===== src/rtl/wb_pkg.sv =====
// Shared definitions for the write-back stage: write-back source encodings,
// load funct3 codes and the data word width.
//
// Ports: none (package).

`ifndef WORD
`define WORD 32
`endif

package wb_pkg;

    localparam int unsigned XLEN = `WORD;

    typedef enum logic [1:0] {
        WB_ALU = 2'd0,
        WB_MEM = 2'd1,
        WB_PC4 = 2'd2,
        WB_RSV = 2'd3
    } wb_sel_e;

    localparam logic [2:0] F3_LB  = 3'b000;
    localparam logic [2:0] F3_LH  = 3'b001;
    localparam logic [2:0] F3_LW  = 3'b010;
    localparam logic [2:0] F3_LBU = 3'b100;
    localparam logic [2:0] F3_LHU = 3'b101;

endpackage


===== src/rtl/load_align.sv =====
// Combinational load alignment: picks the addressed byte/halfword out of the
// aligned memory word, sign- or zero-extends it, and flags misaligned
// halfword/word accesses.
//
// Ports:
//   funct3_i    load width/sign code
//   offset_i    low two bits of the effective address
//   mem_word_i  aligned word read from data memory
//   data_o      extended load value
//   misalign_o  access is not naturally aligned for its width

`ifndef WORD
`define WORD 32
`endif

module load_align
    import wb_pkg::*;
(
    input  logic [2:0]       funct3_i,
    input  logic [1:0]       offset_i,
    input  logic [`WORD-1:0] mem_word_i,
    output logic [`WORD-1:0] data_o,
    output logic             misalign_o
);

    logic [7:0]  byte_sel;
    logic [15:0] half_sel;

    always_comb begin
        byte_sel = mem_word_i[7:0];
        case (offset_i)
            2'd1:    byte_sel = mem_word_i[15:8];
            2'd2:    byte_sel = mem_word_i[23:16];
            2'd3:    byte_sel = mem_word_i[31:24];
            default: byte_sel = mem_word_i[7:0];
        endcase
        half_sel = offset_i[1] ? mem_word_i[31:16] : mem_word_i[15:0];
    end

    always_comb begin
        data_o     = mem_word_i;
        misalign_o = 1'b0;
        case (funct3_i)
            F3_LB:  data_o = {{(`WORD-8){byte_sel[7]}}, byte_sel};
            F3_LBU: data_o = {{(`WORD-8){1'b0}}, byte_sel};
            F3_LH: begin
                data_o     = {{(`WORD-16){half_sel[15]}}, half_sel};
                misalign_o = offset_i[0];
            end
            F3_LHU: begin
                data_o     = {{(`WORD-16){1'b0}}, half_sel};
                misalign_o = offset_i[0];
            end
            // LW and the unused codes all behave as a full-word load.
            default: begin
                data_o     = mem_word_i;
                misalign_o = (offset_i != 2'd0);
            end
        endcase
    end

endmodule


===== src/rtl/writeback_stage.sv =====
// Final pipeline stage: MEM/WB register plus write-back mux feeding the
// register-file write port, with a bypass tap, misaligned-load flag and a
// retired-instruction counter.
//
// Ports:
//   clk, rst                 clock, synchronous active-high reset
//   in_valid/in_ready        handshake from the memory stage (ready = ~hold)
//   hold, in_flush           freeze from hazard unit / kill presented instr
//   in_reg_write, in_rd      destination control
//   in_wb_sel, in_funct3     write-back source and load width/sign
//   in_alu_result            ALU result / load effective address
//   in_mem_data              aligned memory word
//   in_pc_plus4              link value
//   we, wn, wd               register-file write port
//   fwd_valid/rd/data        bypass tap (mirrors we/wn/wd)
//   misalign                 held instruction is a misaligned load
//   instret                  retired-instruction count

`ifndef WORD
`define WORD 32
`endif

module writeback_stage
    import wb_pkg::*;
#(
    parameter int unsigned CNT_W = 64
) (
    input  logic             clk,
    input  logic             rst,
    input  logic             in_valid,
    output logic             in_ready,
    input  logic             hold,
    input  logic             in_flush,
    input  logic             in_reg_write,
    input  logic [4:0]       in_rd,
    input  logic [1:0]       in_wb_sel,
    input  logic [2:0]       in_funct3,
    input  logic [`WORD-1:0] in_alu_result,
    input  logic [`WORD-1:0] in_mem_data,
    input  logic [`WORD-1:0] in_pc_plus4,
    output logic             we,
    output logic [4:0]       wn,
    output logic [`WORD-1:0] wd,
    output logic             fwd_valid,
    output logic [4:0]       fwd_rd,
    output logic [`WORD-1:0] fwd_data,
    output logic             misalign,
    output logic [CNT_W-1:0] instret
);

    logic             accept;
    logic             is_load;
    logic [`WORD-1:0] la_data;
    logic             la_misalign;
    logic [`WORD-1:0] sel_data;

    logic             valid_q,     valid_d;
    logic             reg_write_q, reg_write_d;
    logic [4:0]       rd_q,        rd_d;
    logic [`WORD-1:0] data_q,      data_d;
    logic             mis_q,       mis_d;
    logic [CNT_W-1:0] instret_q,   instret_d;

    load_align u_load_align (
        .funct3_i   (in_funct3),
        .offset_i   (in_alu_result[1:0]),
        .mem_word_i (in_mem_data),
        .data_o     (la_data),
        .misalign_o (la_misalign)
    );

    always_comb begin
        accept  = in_valid & ~hold & ~in_flush;
        is_load = (wb_sel_e'(in_wb_sel) == WB_MEM);
        case (wb_sel_e'(in_wb_sel))
            WB_MEM:  sel_data = la_data;
            WB_PC4:  sel_data = in_pc_plus4;
            default: sel_data = in_alu_result;
        endcase
    end

    // Payload fields only move on accept; a bubble just clears valid and the
    // stale payload is masked downstream.
    always_comb begin
        valid_d     = accept;
        reg_write_d = reg_write_q;
        rd_d        = rd_q;
        data_d      = data_q;
        mis_d       = mis_q;
        instret_d   = instret_q;
        if (accept) begin
            reg_write_d = in_reg_write;
            rd_d        = in_rd;
            data_d      = sel_data;
            // Only a memory-sourced instruction is a load; ALU/link results
            // never trap on address bits.
            mis_d       = is_load & la_misalign;
            instret_d   = instret_q + CNT_W'(1);
        end
    end

    always_ff @(posedge clk) begin
        if (rst) begin
            valid_q     <= 1'b0;
            reg_write_q <= 1'b0;
            rd_q        <= '0;
            data_q      <= '0;
            mis_q       <= 1'b0;
            instret_q   <= '0;
        end else begin
            valid_q     <= valid_d;
            reg_write_q <= reg_write_d;
            rd_q        <= rd_d;
            data_q      <= data_d;
            mis_q       <= mis_d;
            instret_q   <= instret_d;
        end
    end

    always_comb begin
        in_ready  = ~hold;
        misalign  = valid_q & mis_q;
        we        = valid_q & reg_write_q & (rd_q != 5'd0) & ~mis_q;
        wn        = we ? rd_q : 5'd0;
        wd        = we ? data_q : '0;
        fwd_valid = we;
        fwd_rd    = wn;
        fwd_data  = wd;
        instret   = instret_q;
    end

endmodule


===== config.mk =====
export PLATFORM = sky130hd
export DESIGN_NAME = writeback_stage
export DESIGN_NICKNAME = d
export VERILOG_FILES = /design/src/rtl/wb_pkg.sv /design/src/rtl/load_align.sv /design/src/rtl/writeback_stage.sv
export SDC_FILE = /design/constraint.sdc
export NUM_CORES = 1
export LEC_CHECK = 0
export CORE_UTILIZATION = 43
export DETAILED_ROUTE_END_ITERATION = 10
export GPL_TIMING_DRIVEN = 1
export PLACE_DENSITY = 0.81
export SLEW_MARGIN = 30
export SYNTH_ARGS = -nofsm -noshare
export SYNTH_HDL_FRONTEND = slang
export SYNTH_SLANG_ARGS = --single-unit

===== constraint.sdc =====
create_clock -name clk -period 2.6 [get_ports clk]
set_input_delay 0.52 -clock clk [delete_from_list [all_inputs] [get_ports clk]]
set_output_delay 0.52 -clock clk [all_outputs]
set_load 0.01 [all_outputs]

# [Word-level counts from Yosys, hierarchy flattened]
# Index checks and enable logic that the tools add are counted.
[classes] add_sub_neg=1 mul=0 div_mod_pow=0 magnitude_cmp=0 eq_ne=8 shifts=0 muxes=7 bitwise_logic=10 reduce_logical=5
[op_table] cell="32-bit one-hot mux with 4 select lines" n=1
[op_table] cell="64-bit by 1-bit adder with 64-bit output, second input constant" n=1
[op_table] cell="32-bit one-hot mux with 2 select lines" n=1
[op_table] cell="32-bit two-way mux" n=1
[op_table] cell="8-bit one-hot mux with 3 select lines" n=1
[op_table] cell="16-bit two-way mux" n=1
[op_table] cell="1-bit AND" n=7
[op_table] cell="2-bit == test, second input constant" n=3
[op_table] cell="3-bit == test, second input constant" n=2
[op_table] cell="5-bit two-way mux" n=1
[op_table] cell="5-bit nonzero test" n=1
[op_table] cell="2-bit by 1-bit == test with 1-bit output, second input constant" n=2
[op_table] cell="2-bit OR reduction" n=2
[op_table] cell="3-bit by 1-bit == test with 1-bit output, second input constant" n=1
[op_table] cell="3-bit zero test" n=1
[op_table] cell="1-bit inverter" n=3
[op_table] cell="1-bit one-hot mux with 2 select lines" n=1
[op_table] cell="2-bit nonzero test" n=1
[totals] regBits=104 latchBits=0 ram_bits=0 rom_bits=0 output_inout_bits=142 wordCells=37 n_memories=0

# [Longest topological paths before layout]
[depth] depth_word=4 depth_mapped=7 ltp_nobuf=7

# [Cells and area by module]
# A second synthesis with hierarchy kept.
[hier_totals] cells_unflattened=879 area_unflattened_um2=6561.3
[modules_own_cells] module="writeback_stage" instances=1 cells_each=752 area_per_inst_um2=5688.0 seq_area_each_um2=2082.0
[modules_own_cells] module="load_align" instances=1 cells_each=127 area_per_inst_um2=873.3 seq_area_each_um2=0.0

# [Least setup slack after synthesis]
# OpenSTA, ideal clock, no wires.
[synth_timing] path_type="input to register" from="in in_wb_sel[0]" to="reg data_q[20]" arrival_ns=1.954 slack_ns=0.509 cell_stages=7 cell_sequence="inv_1 > ha_1 > nand2b_1 > clkbuf_1 > a31oi_1 > clkbuf_1 > a211oi_1"
[synth_via] elab_chain_len=2 elab_cells_between_ends=3
[synth_rtl] element="start, declared" line_no="writeback_stage.sv:36" source="input logic [1:0] in_wb_sel,"
[synth_rtl] element="2-bit == test or 2-bit by 1-bit == test with 1-bit output (tied branches)" line_no="writeback_stage.sv:75" source="case (wb_sel_e'(in_wb_sel))"
[synth_rtl] element="32-bit one-hot mux with 2 select lines *" line_no="writeback_stage.sv:75"
[synth_rtl] element="end signal, assigned" line_no="writeback_stage.sv:114" source="data_q <= data_d;"
[synth_rtl] element="end, declared" line_no="writeback_stage.sv:60" source="logic [`WORD-1:0] data_q, data_d;"
# Every way passes the cells marked *; elsewhere a longest branch is shown, timed or not.
# A chain may end at the register's enable or synchronous reset.

# [Worst setup path after layout]
[layout_timing] from="reg rd_q[0]" to="out fwd_data[17]"
[layout_via] elab_chain_len=4
[layout_rtl] element="start, declared" line_no="writeback_stage.sv:59" source="logic [4:0] rd_q, rd_d;"
[layout_rtl] element="start signal, assigned" line_no="writeback_stage.sv:113" source="rd_q <= rd_d;"
[layout_rtl] element="5-bit nonzero test" line_no="writeback_stage.sv:123" source="we = valid_q & reg_write_q & (rd_q != 5'd0) & ~mis_q;"
[layout_rtl] element="1-bit AND (2 in series)" line_no="writeback_stage.sv:123"
[layout_rtl] element="32-bit two-way mux" line_no="writeback_stage.sv:125" source="wd = we ? data_q : '0;"
[layout_rtl] element="end, declared" line_no="writeback_stage.sv:46" source="output logic [`WORD-1:0] fwd_data,"
# Every way passes these cells.

==> impl_results.md <==
- Vias per cell: 5.72
- Synth area leader: dfxtp_1
- Top Family by Delay on Critical Path: simple AND/OR/NAND/NOR gates
- Setup crit end kind: output port
- Crit path DAT: 2060 ps
- WL met2: 9.33 mm
- Flop2flop setup slack: 370 ps
- Avg Cell Area, Syn: 7.97 sq um
- Worst path cell trace: or4_4 > nor2_4 > nor3_4 > buf_12 > and2_1 > dlygate4sd2_1
- RR Startpoint: instret[33]
- Worst-Margin Slew: 546 ps
- Post-Route Setup TNS: 0 ps
- Die W: 120 um
- Num CTS Buffers: 9
- Ports: 254
- Top cell type's share of synthesized area: 34.6%
- Worst Path Max Fanout: 12
- Power share of the clock group: 39.3%
- Psw: 0.867 mW
- Slew Viols, Final: 0
- Max-cap violations: 0
- WL per Instance: 17.7 um
- Total gr overflow: 0
- Hold path depth: 2
- Top cells by area, synth: dfxtp_1, buf_4, o21ai_0
- Initial DRC count: 567
- Gate Count Post-Synth: 754
- Buf+Inv Stages, Crit Path: 2
- GRT Util Overall: 27.3%
- Cell Area, Synth: 6010 sq um
- Final Worst Setup Slack: 15.4 ps
- Via Count: 6570
- ANT nets after route: 0
- Hold EP: data_q[12]
- Slew Limit Headroom: 63.3%
- Die height: 120 um
- R2r worst-path depth: 5
- Area grow syn2layout: 48.2%
- Routability cong.: 0.989
- Status: completed
- Worst-Skew Late Latency: 360 ps
- Post-synthesis async set-or-reset flop share: 0%
- Fmax: 387 MHz
- R2r endpoint: instret[63]
- Total wire length: 20.3 mm
- Initial antenna violation count: 1
- HP Class: flop to flop
- FP Rows: 42
- Htree depth: 3
- Setup CP Type: flop to output port
- # hold bufs at CTS: 0
- Input/output buffers: 253
- Syn_nets: 869
- Longest Clk Path Bufs: 2
- Met1 Wirelength: 8.92 mm
- Share of cells above drive strength 1: 9.26%
- Root buf cell: clkbuf_16
- Hold Startpoint: data_q[12]
- #FFs+latches synth: 104
- Dominant synthesized flop cell: dfxtp_1
- Sequential share of the synthesized area: 34.6%
- Starting Density: 44.7%
- Clock-pin slew on the worst setup and hold paths: 70 ps
- CP max stage cell: or4_4
- Min Tclk post-route: 2580 ps
- DP Worst Slack: 7.37 ps
- Worst path depth: 6
- Skew final: 5.39 ps
- Combinational share of power: 13.9%
- Setup Viol. Count Final: 0
- Reg power frac: 46.7%
- Cell variety after synth: 48
- First-pass GRT wire length: 31.0 mm
- Vias in the first global route: 5853
- Synthesis warning total: 0
- Worst Setup Start Kind: flop
- Worst path required time: 2080 ps
- Largest net degree at the start of global routing: 65
- Nets: 1082
- Max stage delay on crit path: 550 ps
- Pre-antenna DRT Iters: 5
- Final hold violations: 0
- Net Sw Frac: 24.7%
- Core area: 13500 sq um
- Die footprint: 14500 sq um
- WL met3: 1.61 mm
- Tcrit/Tclk final: 99.4%
- Detailed Place HPWL: 15.3 mm
- Leakage dissipation: 3.23 nW
- Peak supply drop: 328 uV
- CTS sink cnt: 104
- DRC violations left: 0
- Internal power: 2.64 mW
- Unrepaired setup endpoints after global routing: yes
- DR top layer: met4
- PwrDens: 393 nW/um^2
- Number of synthesized flops with an enable pin: 0
- TritonCTS clock tree: built
Yosys cell counts (all sizes together), types with 2 or more instances:
library cell  count
dfxtp           104
o21ai            54
a21oi            52
nand2            50
nor2             48
buf              44
clkbuf           41
and2             40
nand4            35
inv              27
nand3b           26
a211oi           22
nor3             22
nand3            20
or3              19
xnor2            18
xor2             18
a221oi           17
a22oi            16
nor4             10
and3              9
and4              8
o31ai             8
mux2              6
o22ai             6
nand2b            4
or4               4
a31o              3
ha                3
mux2i             3
nor2b             3
o221ai            3
a222oi            2
nor3b             2
tightest hold or removal path: stages, from the launching register on:
cell and delay, ps:
dfxtp_1 310, nand2_1 50, o31ai_1 50
layout by cell type, fill, tap and decap left out, types with 28 or more instances in the layout:
cell	count
clkdlybuf4s15_1	50
and2_1	37
buf_4	28
dfxtp_1	103
a21oi_1	52
o21ai_0	54
nor2_1	47
clkdlybuf4s50_1	178
nand4_1	33
nand2_1	50
worst max-delay path by stage:
stage | start | endpoint | slack [ps]
floorplan | in_wb_sel[0] | data_q[20] | 510
global placement | hold | instret[50] | 70
detailed placement | in_flush | instret[26] | 7
CTS | rd_q[0] | fwd_data[16] | 2
global route | rd_q[0] | fwd_data[17] | -50
finish | rd_q[0] | fwd_data[17] | 20
cells by family (layout without fill, tap and decap cells):
| group | after synthesis | after routing | share of synthesized area, % |
|---|---|---|---|
| adders and majority gates | 3 | 3 | 0.624 |
| DFF | 104 | 104 | 34.6 |
| AOI/OAI and AO/OA | 185 | 185 | 19.1 |
| and+or+nand+nor | 304 | 304 | 28.9 |
| muxes | 10 | 10 | 2.00 |
| buffers and inverters | 112 | 330 | 9.43 |
| other | 0 | 1 | 0 |
| xor gates and xnor gates | 36 | 36 | 5.24 |
power by group through the flow:
stage / logic [mW] / registers (mW) / clock network, mW
floorplan: 0.201 / 1.67 / 0
global placement: 0.472 / 1.67 / 0
global route: 0.522 / 1.64 / 1.46
CTS: 0.475 / 1.64 / 1.40
detailed placement: 0.474 / 1.67 / 0
finish: 0.489 / 1.64 / 1.38
routing by layer:
layer	track usage, %	vias up
met5	0	-
li1	-	3137
met1	37.8	3082
met2	42.3	316
met4	9.41	0
met3	4.95	35
metrics by stage:
step	power (mW)	cell area (sq um)	util [%]	hold WS (ps)	std cells
after floorplan	1.87	6010	-	417	754
after global placement	2.14	8620	64.1	431	1131
after detailed placement	2.15	8620	64.1	436	1131
after CTS	3.51	8830	65.6	457	1147
after global routing	3.63	8910	66.2	484	1148
final	3.51	8910	66.2	458	1149
flip-flops by register name (all words and copies together) (netlist names):
name         count
data_q          32
instret         64
mis_q            1
rd_q             5
reg_write_q      1
valid_q          1
what timing repair did:
item / in CTS / in global routing
buffers inserted: 0 / 0
pin swaps: 0 / 1
resized for setup: 69 / 92
cloned: 0 / 1
setup endpoints to repair: 68 / 72
hold endpoints to repair: 0 / 0
cell type report:
class	count	area, sq um
fill	1143	4540
inverter	27	101
multi-input combinational	538	3400
tap	176	220
clock inverter	6	66.3
antenna	1	2.50
timing repair buffer	287	2810
clock buffer	10	229
sequential	104	2080
(Power assumes the default switching activity.)
